### config.mk
export PLATFORM = sky130hd
export DESIGN_NAME = sa_buff_stream_reader
export DESIGN_NICKNAME = d
export VERILOG_FILES = /design/src/rtl/sa_buff_stream_reader.sv
export SDC_FILE = /design/constraint.sdc
export NUM_CORES = 1
export LEC_CHECK = 0
export ABC_AREA = 0
export ABC_CLOCK_PERIOD_IN_PS = 5800
export BUFFER_PORTS_ARGS = -buffer_cell sky130_fd_sc_hd__buf_2
export CORE_MARGIN = 10
export CORE_UTILIZATION = 40
export CTS_CLUSTER_SIZE = 20
export DETAILED_ROUTE_END_ITERATION = 7
export PLACE_DENSITY_LB_ADDON = 0.08
export SETUP_SLACK_MARGIN = 0.5
export SYNTH_ARGS = -nofsm -noshare
export SYNTH_HDL_FRONTEND = slang
export SYNTH_SLANG_ARGS = --single-unit
export TNS_END_PERCENT = 100
### constraint.sdc
create_clock -name clk -period 5.8 [get_ports clk]
set_clock_uncertainty 0.05 [all_clocks]
set_input_delay 0.87 -clock clk [delete_from_list [all_inputs] [get_ports clk]]
set_output_delay 0.87 -clock clk [all_outputs]
set_load 0.01 [all_outputs]
### src/rtl/sa_buff_stream_reader.sv
// sa_buff_stream_reader: walks a flat buffer address range and
// streams the read data out through a 3-entry skid FIFO.
module sa_buff_stream_reader #(
  parameter int SRAM_DEPTH = 1024,
  parameter int BAND_WIDTH = 16,
  parameter int DATA_WIDTH = 8,
  parameter int LEN_WIDTH  = 16,
  localparam int ADDR_W =
    $clog2(SRAM_DEPTH) + $clog2(BAND_WIDTH)
) (
  input  logic                  clk,
  input  logic                  rst,
  input  logic                  start_i,
  input  logic [ADDR_W-1:0]     base_addr_i,
  input  logic [LEN_WIDTH-1:0]  len_i,
  output logic                  busy_o,
  output logic                  done_o,
  output logic                  enb,
  output logic [ADDR_W-1:0]     addrb,
  input  logic [DATA_WIDTH-1:0] dob,
  output logic                  m_valid,
  output logic [DATA_WIDTH-1:0] m_data,
  output logic                  m_last,
  input  logic                  m_ready
);

  typedef enum logic [1:0] {
    IDLE,
    RUN,
    DRAIN,
    DONE
  } state_t;

  state_t                state_q, state_d;
  logic [ADDR_W-1:0]     base_q, base_d;
  logic [LEN_WIDTH-1:0]  len_q, len_d;
  logic [LEN_WIDTH-1:0]  iss_q, iss_d;
  logic [LEN_WIDTH-1:0]  acc_q, acc_d;
  logic [LEN_WIDTH-1:0]  cap_q, cap_d;
  logic                  enb_q, enb_d;
  logic                  infl_q, infl_d;
  logic [ADDR_W-1:0]     addr_q, addr_d;
  logic [1:0]            cnt_q, cnt_d;
  logic [DATA_WIDTH-1:0] dat_q [3];
  logic [DATA_WIDTH-1:0] dat_d [3];
  logic [2:0]            lst_q, lst_d;
  logic                  pop;
  logic [1:0]            wr_idx;
  logic                  room;

  // Next-state, issue decision and FIFO shift/capture.
  always_comb begin
    state_d = state_q;
    base_d  = base_q;
    len_d   = len_q;
    pop     = (cnt_q != 2'd0) && m_ready;
    wr_idx  = cnt_q - {1'b0, pop};
    cnt_d   = cnt_q + {1'b0, infl_q} - {1'b0, pop};
    dat_d   = dat_q;
    lst_d   = lst_q;
    if (pop) begin
      dat_d[0] = dat_q[1];
      dat_d[1] = dat_q[2];
      lst_d    = {1'b0, lst_q[2:1]};
    end
    if (infl_q) begin
      dat_d[wr_idx] = dob;
      lst_d[wr_idx] = (cap_q == (len_q - LEN_WIDTH'(1)));
    end
    cap_d  = cap_q + LEN_WIDTH'(infl_q);
    acc_d  = acc_q + LEN_WIDTH'(pop);
    infl_d = enb_q;
    // Reads already in the pipe count against FIFO space,
    // so the FIFO can never take more than 3 entries.
    room  = ({1'b0, cnt_d} + {2'b00, enb_q}) < 3'd3;
    enb_d = (state_q == RUN) && (iss_q < len_q) && room;
    iss_d = iss_q + LEN_WIDTH'(enb_d);
    addr_d = addr_q;
    if (enb_d) begin
      addr_d = base_q + ADDR_W'(iss_q);
    end
    unique case (state_q)
      IDLE: begin
        if (start_i) begin
          if (len_i != '0) begin
            state_d = RUN;
            base_d  = base_addr_i;
            len_d   = len_i;
            iss_d   = '0;
            acc_d   = '0;
            cap_d   = '0;
          end else begin
            state_d = DONE;
          end
        end
      end
      RUN: begin
        if (iss_q == len_q) begin
          state_d = DRAIN;
        end
      end
      DRAIN: begin
        if (acc_d == len_q) begin
          state_d = DONE;
        end
      end
      DONE: begin
        state_d = IDLE;
      end
      default: begin
        state_d = IDLE;
      end
    endcase
  end

  // State, counters, read port and FIFO registers.
  always_ff @(posedge clk or posedge rst) begin
    if (rst) begin
      state_q <= IDLE;
      base_q  <= '0;
      len_q   <= '0;
      iss_q   <= '0;
      acc_q   <= '0;
      cap_q   <= '0;
      enb_q   <= 1'b0;
      infl_q  <= 1'b0;
      addr_q  <= '0;
      cnt_q   <= '0;
      lst_q   <= '0;
      for (int i = 0; i < 3; i++) begin
        dat_q[i] <= '0;
      end
    end else begin
      state_q <= state_d;
      base_q  <= base_d;
      len_q   <= len_d;
      iss_q   <= iss_d;
      acc_q   <= acc_d;
      cap_q   <= cap_d;
      enb_q   <= enb_d;
      infl_q  <= infl_d;
      addr_q  <= addr_d;
      cnt_q   <= cnt_d;
      lst_q   <= lst_d;
      dat_q   <= dat_d;
      assert (!(cnt_q == 2'd3 && infl_q && !pop));
    end
  end

  assign busy_o  = (state_q == RUN) || (state_q == DRAIN);
  assign done_o  = (state_q == DONE);
  assign enb     = enb_q;
  assign addrb   = addr_q;
  assign m_valid = (cnt_q != 2'd0);
  assign m_data  = dat_q[0];
  assign m_last  = m_valid && lst_q[0];

endmodule

==> impl_metrics.ini, run 1 <==
[global_route]
grt_max_degree = 96
antenna_found_initial = 0
grt_pass1_wl_um = 28570
grt_pass1_vias = 5579
overflow = 0
globalRouteTotalUtil_pct = 14.54

[power_and_ir_drop]
powerDensity_nw_per_um2 = 254.8
vdd_drop_max_uv = 201.7
p_leak_uw = 0.004071

[timing]
fmax_ghz = 0.2448
holdWs_ns = 0.4508
fin_crit_ns = 4.084
tns_ns = 0
rsz0062_at_grt = false
setup_viol = 0
finalHoldViolCount = 0
worst_slack_ns = 1.716
maxSlewViolCount = 0
period_share_pct = 70.42
max-slew-margin-rel_pct = 24.63
worstMarginPinSlew_ns = 1.126

[cells_and_area]
mostFrequentLayoutCell = dfrtp_1
design_area_um2 = 8367
nFillCells = 1747
drive_above_1_share_pct = 19.20
final_util_pct = 46.58
regArea_um2 = 3128
final_cell_mix = dfrtp_1, nand2_1, buf_2
syn_to_final_growth_pct = 14.35
multi_input_area_um2 = 3926
diodes = 0
nNetsFinal = 879

[clock_network]
cts_max_path_buffers = 2
clock_latency_ns = 0.42
postCtsSetupRepairBufs = 0
clkSlewWorstSetupHoldPaths_ns = 0.06
ctsResizeCount = 0
htree_levels = 4
cts_hold_buf = 0
clock_sinks = 125
cts_tree = built
cts_root_buffer = clkbuf_16
numCtsBuffers = 17

[floorplanning]
chipWidth_um = 155.3
row_count = 49
dieHeight_um = 155.3
die_area_um2 = 24100
start_util_pct = 40.73
ioPinCount = 69
fp.coreArea_um2 = 17960

[drt]
antenna_left = 0
wl_per_cell_um = 16.84
viasPerCell = 5.346
vias = 5512
wirelength_um = 17360
drc = 0
drtIter0Drc = 302
drt_first_pass_iters = 5

[critical_path]
r2r_slack_ns = 1.72
worstSetupStartpointType = flip-flop
cp_max_fo = 15
cp.arrival_ns = 4.29
reg2reg_from = cnt_q[1]
r2r_cells = 19
worstSetupEndpointType = flip-flop
required_ns = 6.01
worstSetupPathType = flip-flop to flip-flop
r2r_end = iss_q[14]

[yosys]
yosysTopAreaCell = dfrtp_1
synthArstFlopShare_pct = 100.0
synth-edff-count = 0
yosys.area.top_type_share_pct = 42.75
yosysUniqueCellTypes = 66
syn_nets = 819
synthCells = 731
seq_area_frac_synth_pct = 42.75
synth-seq-cells = 125
ys_warn_count = 0
syn_area_um2 = 7317
synth_area_leaders = dfrtp_1, ha_1, xnor2_1
synth_flop_cell = dfrtp_1
syn_avg_cell_area_um2 = 10.01

[status]
status = complete, no violations

[placement]
place_ws_ns = 1.438
dp_hpwl_um = 12720
placed_cell_area_um2 = 7838
io_buffer_count = 68
place.gp.congestion = 0.8459

[hold_path]
holdPathStages = 1
min_path_type = flip-flop to flip-flop
min_delay_worst_endpoint = addrb[7]
min_from = addrb[7]

[job]
cap_violations = 0
-- state kept, by name, summed over array words and instances, names as in the netlist, named ones only --
| register | count |
|---|---|
| dat_q | 8 |
| infl_q | 1 |
| acc_q | 16 |
| base_q | 14 |
| cnt_q | 2 |
| state_q | 2 |
| enb | 1 |
| lst_q | 3 |
| len_q | 16 |
| cap_q | 16 |
| addrb | 14 |
| m_data | 8 |
| iss_q | 16 |
-- synth_stat cells (3+ instances only) --
cell        n
a211oi_1    4
a21oi_1    22
and2_1      6
and3_1     14
and4_1      6
buf_1       4
buf_4       8
clkbuf_1   18
dfrtp_1   125
ha_1       45
inv_1      31
mux2_2     33
mux2i_1    19
nand2_1    71
nand2b_1    3
nand3_1    20
nand4_1    14
nor2_1     57
nor2b_1    11
nor3_1     10
nor4_1      7
o211ai_1    7
o21a_1      5
o21ai_0    51
or2_2       5
or3_1      11
or4_1       3
xnor2_1    44
xnor3_1     4
xor2_1     30
-- cell type report --
cell class | instances | area share [%]
Multi-Input combinational cell | 543 | 46.93
Sequential cell | 125 | 37.39
Clock buffer | 18 | 5.129
Timing Repair Buffer | 73 | 4.516
Tap cell | 229 | 3.425
Inverter | 31 | 1.421
Clock inverter | 12 | 1.196
-- per-stage QoR --
step                total power (µW)  instances
global placement                1176       1001
detailed placement              1183       1001
floorplan                       1118        731
finish                          2132       1031
CTS                             2160       1031
global route                    2237       1031
-- cell families (layout without fill, tap and decap cells) --
logic type,after synthesis,count (layout),synth area share [%]
fa+ha+maj,46,46,7.969
compound gates,118,118,10.24
flops,125,125,42.75
mux,52,52,7.678
buf+inv,63,134,3.676
simple gates,249,249,17.60
xor+xnor,78,78,10.09
-- worst max-delay path, stage by stage, from the launching register on --
cell and delay (ns):
dfrtp_1 0.38, or2_2 0.32, nand2_1 0.09, inv_1 0.09
ha_1 0.34, inv_1 0.06, ha_1 0.29, ha_1 0.19
ha_1 0.26, a221oi_1 0.29, o211ai_1 0.12, buf_4 0.23
inv_1 0.09, ha_1 0.19, ha_1 0.22, and2_1 0.21
and3_1 0.19, nand4_1 0.11, xor2_1 0.16, nor2_1 0.05
-- power breakdown --
group          internal [µW]  switching [µW]  total (µW)
clock                    579             389         968
combinational           95.2             132         227
sequential               902            34.9         937
-- how the worst max path moves through the flow --
stage          slack (ns)  cells past startpoint      from   endpoint
3_5_place_dp         1.44                     19   m_ready  iss_q[14]
5_1_grt              1.35                     19  cnt_q[1]  iss_q[14]
3_3_place_gp         1.53                     19   m_ready  iss_q[14]
6_report             1.72                     19  cnt_q[1]  iss_q[14]
4_1_cts              1.70                     19  cnt_q[1]  iss_q[14]
2_1_floorplan        1.19                     19   m_ready  iss_q[14]
-- per-layer routing --
layer | wire length [µm] | global-route usage, %
met1 | 8329 | 18.91
met2 | 8183 | 23.31
met3 | 645 | 3.722
met4 | 205 | 4.278
met5 | 0 | 0
Note: power is estimated with default switching activity, not from simulation.
==> inputs of run 2 (changes only) <==
--- a/config.mk
+++ b/config.mk
@@ -5,8 +5,8 @@
 export SDC_FILE = /design/constraint.sdc
 export NUM_CORES = 1
 export LEC_CHECK = 0
-export ABC_AREA = 0
-export ABC_CLOCK_PERIOD_IN_PS = 5800
+export ABC_AREA = 1
+export ABC_CLOCK_PERIOD_IN_PS = 3500
 export BUFFER_PORTS_ARGS = -buffer_cell sky130_fd_sc_hd__buf_2
 export CORE_MARGIN = 10
 export CORE_UTILIZATION = 40
==> constraint.sdc (replaced) <==
create_clock -name clk -period 3.5 [get_ports clk]
set_clock_uncertainty 0.05 [all_clocks]
set_input_delay 0.525 -clock clk [delete_from_list [all_inputs] [get_ports clk]]
set_output_delay 0.525 -clock clk [all_outputs]
set_load 0.01 [all_outputs]
==> run 2 against run 1 <==
Against the previous run: design area grew 9.8%; sequential power increased by 140%; final cell count is 25% higher; via count grew 13%; worst hold slack worse by 0.24 ns; synthesized area grew 2.0%; non-clock buffer count increased by 33; core utilization rose by 4.0 points; critical endpoint is now iss_q[15]; largest cell class unchanged.
==> impl_metrics.ini, run 2 <==
[status]
status = complete, no violations

[yosys]
synth-seq-cells = 125
yosysUniqueCellTypes = 43
synth_flop_cell = dfrtp_1
synth_compound_gate_area_share_pct = 9.184
yosys.area.top_type_share_pct = 41.90
synth_top_family_by_area = simple AND/OR/NAND/NOR gates
synth-simple-area-share_pct = 28.42
synthXorXnorAreaFrac_pct = 5.832
seq_area_frac_synth_pct = 41.90
yosysMostFrequentCell = nand2_1
syn_nets = 1033
ys_top_cells_by_count = nand2_1, dfrtp_1, inv_1, nor2_1, o21ai_0
synth-edff-count = 0
synth_fa_ha_area_share_pct = 7.810
synth_mux_area_share_pct = 0
synthArstFlopShare_pct = 100.0
ys_warn_count = 0
yosysTopAreaCell = dfrtp_1
synth_area_leaders = dfrtp_1, nand2_1, ha_1
syn_area_um2 = 7466
synthCells = 945
syn_avg_cell_area_um2 = 7.900

[critical_path]
critical_path.top_delay_family = simple AND/OR/NAND/NOR gates
cp.arrival_ns = 3.74
slowest_delay_ns = 0.38
r2r_cells = 23
crit_chain = inv_2 -> nand2_4 -> nand2_4 -> inv_4 -> ha_4 -> inv_4 -> ha_4 -> ha_4 -> ha_4 -> or2_4 -> a221oi_4 -> nand3_2 -> inv_2 -> ha_4 -> nand3_4 -> nor3b_4 -> nand4_2 -> nor2_2 -> nand3b_1 -> nor2_2 -> nand2_2 -> xor2_2 -> nor2_2
worstSetupStartpointType = flip-flop
worst-path-stages = 23
slowest_stage = dfrtp_1
worstSetupPathType = flip-flop to flip-flop
worstSetupEndpointType = flip-flop
required_ns = 3.74
cp_common_cell = ha_4
cp_num_buf_inv = 4
cp_max_fo = 2

[power_and_ir_drop]
vdd_drop_max_uv = 409.5
p_int_uw = 4365
powerDensity_nw_per_um2 = 774.1
swShare_pct = 38.60
power.share.combinational_pct = 41.1
p_leak_uw = 0.004624
power.switching_uw = 2744
seq_power_share_pct = 31.2
power.clock.fraction_pct = 27.8

[clock_network]
clock_latency_ns = 0.42
cts_hold_buf = 0
clock_sinks = 125
htree_levels = 4
cts_root_buffer = clkbuf_16
clkSlewWorstSetupHoldPaths_ns = 0.06
numCtsBuffers = 17
cts_tree = built
cts_max_path_buffers = 2

[cells_and_area]
final_cell_mix = nand2_1, dfrtp_1, nor2_1
drive_above_1_share_pct = 20.55
syn_to_final_growth_pct = 22.99
diodes = 0
nNetsFinal = 1131
mostFrequentLayoutCell = nand2_1
final_util_pct = 50.60

[drt]
vias = 6234
wirelength_um = 19000
wl_per_cell_um = 14.78
antenna_left = 0
viasPerCell = 4.851
drt_first_pass_iters = 5
drc = 0
drtIter0Drc = 406

[timing]
tns_ns = 0
finalHoldViolCount = 0
worstMarginPinSlew_ns = 0.8550
fmax_ghz = 0.2865
period_share_pct = 99.74
rsz0062_at_grt = true
maxSlewViolCount = 0
fin_crit_ns = 3.491
setup_viol = 0
max-slew-margin-rel_pct = 42.88

[floorplanning]
chipWidth_um = 156.6
dieHeight_um = 156.6
fp.coreArea_um2 = 18150
start_util_pct = 41.14
row_count = 49
ioPinCount = 69
die_area_um2 = 24530

[global_route]
antenna_found_initial = 0
grt_max_degree = 48
overflow = 0
grt_pass1_vias = 6327
grt_pass1_wl_um = 31480
globalRouteTotalUtil_pct = 16.06

[placement]
place.gp.congestion = 0.8165
io_buffer_count = 68
dp_hpwl_um = 14270

[job]
cap_violations = 0

[hold_path]
min_path_type = input port to async pin
## run 2: logic make-up (layout without fill, tap and decap cells)
logic type / count (synthesis) / in the layout
flip-flops: 125 / 125
adder cells (fa/ha/maj): 46 / 46
AO/OA/AOI/OAI: 122 / 122
buffers and inverters: 126 / 237
AND/OR/NAND/NOR: 478 / 478
XOR/XNOR: 48 / 48
## run 2: final timing paths
path	from	to	slack (ns)
min in group clk	base_addr_i[3]	base_q[3]	0.25
max in group asynchronous	rst	infl_q	2.39
worst max register to register	cnt_q[1]	iss_q[15]	0.009
worst min register to register	enb	infl_q	0.42
worst max-delay path	cnt_q[1]	iss_q[15]	0.009
worst min-delay path	rst	acc_q[2]	0.22
## run 2: stage by stage
| step | power, µW | cell area (µm²) | hold WS, ns | cells | setup slack (ns) |
|---|---|---|---|---|---|
| 4_1_cts | 7170 | 9082 | 0.2356 | 1281 | -0.02320 |
| 6_report | 7109 | 9183 | 0.2154 | 1285 | 0.009195 |
| 3_3_place_gp | 5069 | 8348 | 0.4122 | 1242 | -0.2994 |
| 5_1_grt | 7715 | 9183 | 0.2536 | 1285 | -0.2153 |
| 3_5_place_dp | 5106 | 8348 | 0.4149 | 1242 | -0.3725 |
| 2_1_floorplan | 4285 | 7637 | 0.3983 | 945 | -0.3307 |
## run 2: repair_timing
item / CTS / global route
gates resized for setup: 8 / 14
pin swaps: 20 / 7
buffers inserted: 7 / 4
setup endpoints to repair: 11 / 15
## run 2: area by class of cell
| type | count | area [µm²] |
|---|---|---|
| fillers | 1804 | 8965 |
| multi-input cells | 694 | 4068 |
| flip-flops and latches | 125 | 3128 |
| repair buffers | 106 | 665.6 |
| clock buffers | 18 | 439.2 |
| inverters | 99 | 380.4 |
| well taps | 229 | 286.5 |
| clock inverters | 14 | 215.2 |
## run 2: power groups by stage
stage	clock network [µW]	logic, µW	registers [µW]
after floorplan	0	2050	2230
after global placement	0	2830	2240
after detailed placement	0	2870	2240
after CTS	2010	2940	2220
after global routing	2070	3360	2290
final	1970	2920	2210
## run 2: routing by layer
metal	track usage [%]	part of all wire, %	up-vias
li1	-	-	3253
met1	20.87	48	2874
met2	26.26	47	95
met3	3.591	3.8	12
met4	4.629	0.99	0
met5	0	0	-
==> inputs of run 3 (changes only) <==
--- a/config.mk
+++ b/config.mk
@@ -9,7 +9,7 @@
 export ABC_CLOCK_PERIOD_IN_PS = 3500
 export BUFFER_PORTS_ARGS = -buffer_cell sky130_fd_sc_hd__buf_2
 export CORE_MARGIN = 10
-export CORE_UTILIZATION = 40
+export CORE_UTILIZATION = 27
 export CTS_CLUSTER_SIZE = 20
 export DETAILED_ROUTE_END_ITERATION = 7
 export PLACE_DENSITY_LB_ADDON = 0.08
==> run 3 against run 2 <==
Against the previous run: the run now ends with negative setup slack left; critical endpoint is now iss_q[14]; register-to-register slack worse by 0.05 ns; routed wire length is 12% higher; design area is 2.6% higher; highest routed layer unchanged; clock power is 8% lower; first-iteration DRC count is 23% lower.
==> impl_metrics.ini, run 3 (synthesis gave the netlist of run 2 again) <==
[status]
status = finished, violations left
violations = negative setup slack

[critical_path]
worstSetupStartpointType = flip-flop
r2r_cells = 24
cp-startpoint = cnt_q[0]
required_ns = 3.76
cp.arrival_ns = 3.80
cp_max_fo = 2
reg2reg_from = cnt_q[0]
worstSetupPathType = flip-flop to flip-flop
worstSetupEndpointType = flip-flop

[floorplanning]
die_area_um2 = 34700
fp.coreArea_um2 = 27100
start_util_pct = 27.55
chipWidth_um = 186.3
ioPinCount = 69
row_count = 60
dieHeight_um = 186.3

[placement]
place_ws_ns = -0.4028
placed_cell_area_um2 = 8544
dp_hpwl_um = 15720
place.gp.congestion = 0.7790
io_buffer_count = 68

[clock_network]
clock_latency_ns = 0.42
cts_max_path_buffers = 2
cts_root_buffer = clkbuf_16
numCtsBuffers = 17
cts_tree = built
clock_sinks = 125
cts_hold_buf = 0
htree_levels = 4
clkSlewWorstSetupHoldPaths_ns = 0.07

[drt]
wirelength_met1_um = 10350
wirelength_um = 21370
wl_met2_um = 9898
antenna_left = 0
drt_first_pass_iters = 4
viasPerCell = 4.342
wl_per_cell_um = 14.80
wl_met3_um = 892
vias = 6270
drtIter0Drc = 311
drc = 0
highest_layer = met4

[power_and_ir_drop]
p_leak_uw = 0.004678
vdd_drop_max_uv = 331.0
powerDensity_nw_per_um2 = 766.2
finalPower_uw = 7220

[cells_and_area]
nNetsFinal = 1147
final_util_pct = 34.77
diodes = 0
mostFrequentLayoutCell = nand2_1
drive_above_1_share_pct = 21.64
design_area_um2 = 9423
syn_to_final_growth_pct = 26.21
final_cell_mix = nand2_1, dfrtp_1, nor2_1

[job]
cap_violations = 0

[timing]
holdWs_ns = 0.1286
max-slew-margin-rel_pct = 41.50
fmax_ghz = 0.2825
rsz0062_at_grt = true
worst_slack_ns = -0.03951
period_share_pct = 101.1
fin_crit_ns = 3.540
setup_viol = 2
maxSlewViolCount = 0
finalHoldViolCount = 0
worstMarginPinSlew_ns = 0.8774

[hold_path]
min_path_type = input port to async pin

[global_route]
globalRouteTotalUtil_pct = 12.83
grt_pass1_vias = 6600
antenna_found_initial = 0
overflow = 0
grt_pass1_wl_um = 34600
grt_max_degree = 84
## run 3: final cells by class
cell class                 instances  area [µm²]
inverter                          99       380.4
fill                            2860       17680
timing repair buffer             122       818.3
clock buffer                      18       429.2
multi-input combinational        694        4048
clock inverter                    14       153.9
tap                              372       465.4
sequential                       125        3128
## run 3: report_power, final
part | switching (µW) | total (µW) | internal (µW)
Combinational | 1850 | 3190 | 1340
Sequential | 322 | 2220 | 1900
Clock | 748 | 1810 | 1060
## run 3: layer usage
metal  vias to the layer above  global-route usage [%]
li1                       3284                       -
met1                      2891                   16.60
met2                        86                   20.96
met3                         9                   3.085
met4                         0                   3.354
met5                         -                       0
## run 3: path summary, 6_finish.rpt
path | slack, ns | endpoint
hold reg to reg | 0.43 | flip-flop
min in group clk | 0.25 | base_q[3]
setup / recovery | -0.04 | iss_q[14]
hold / removal | 0.13 | acc_q[3]
setup reg to reg | -0.04 | iss_q[14]
max in group asynchronous | 2.38 | cap_q[11]
## run 3: metrics by stage
step,instances,TNS (ns)
after floorplan,945,-0.9020
after global placement,1389,-1.191
after detailed placement,1389,-1.545
after CTS,1436,-0.1270
after global routing,1444,-1.027
final,1444,-0.06708
## run 3: timing repair
item / 4_1_cts / 5_1_grt
pin swaps: 15 / 7
endpoints found under the setup margin: 14 / 30
cloned: 0 / 2
hold endpoints to repair: 0 / 0
resized for setup: 13 / 22
setup buffers: 15 / 6
## run 3: worst max-delay path: stages (launching register included)
cell	delay, ns
dfrtp_1	0.38
inv_2	0.09
nand2_4	0.06
nand2_4	0.06
inv_4	0.04
ha_4	0.27
inv_4	0.04
ha_4	0.22
ha_4	0.16
ha_4	0.14
or2_4	0.23
a221oi_4	0.20
nand3_2	0.12
inv_2	0.10
ha_4	0.16
ha_4	0.14
nand3_4	0.07
nor2_4	0.12
nand3_4	0.09
nor3_4	0.20
inv_2	0.08
nor4_4	0.24
nand2_1	0.08
nand2_1	0.06
nor2_1	0.03
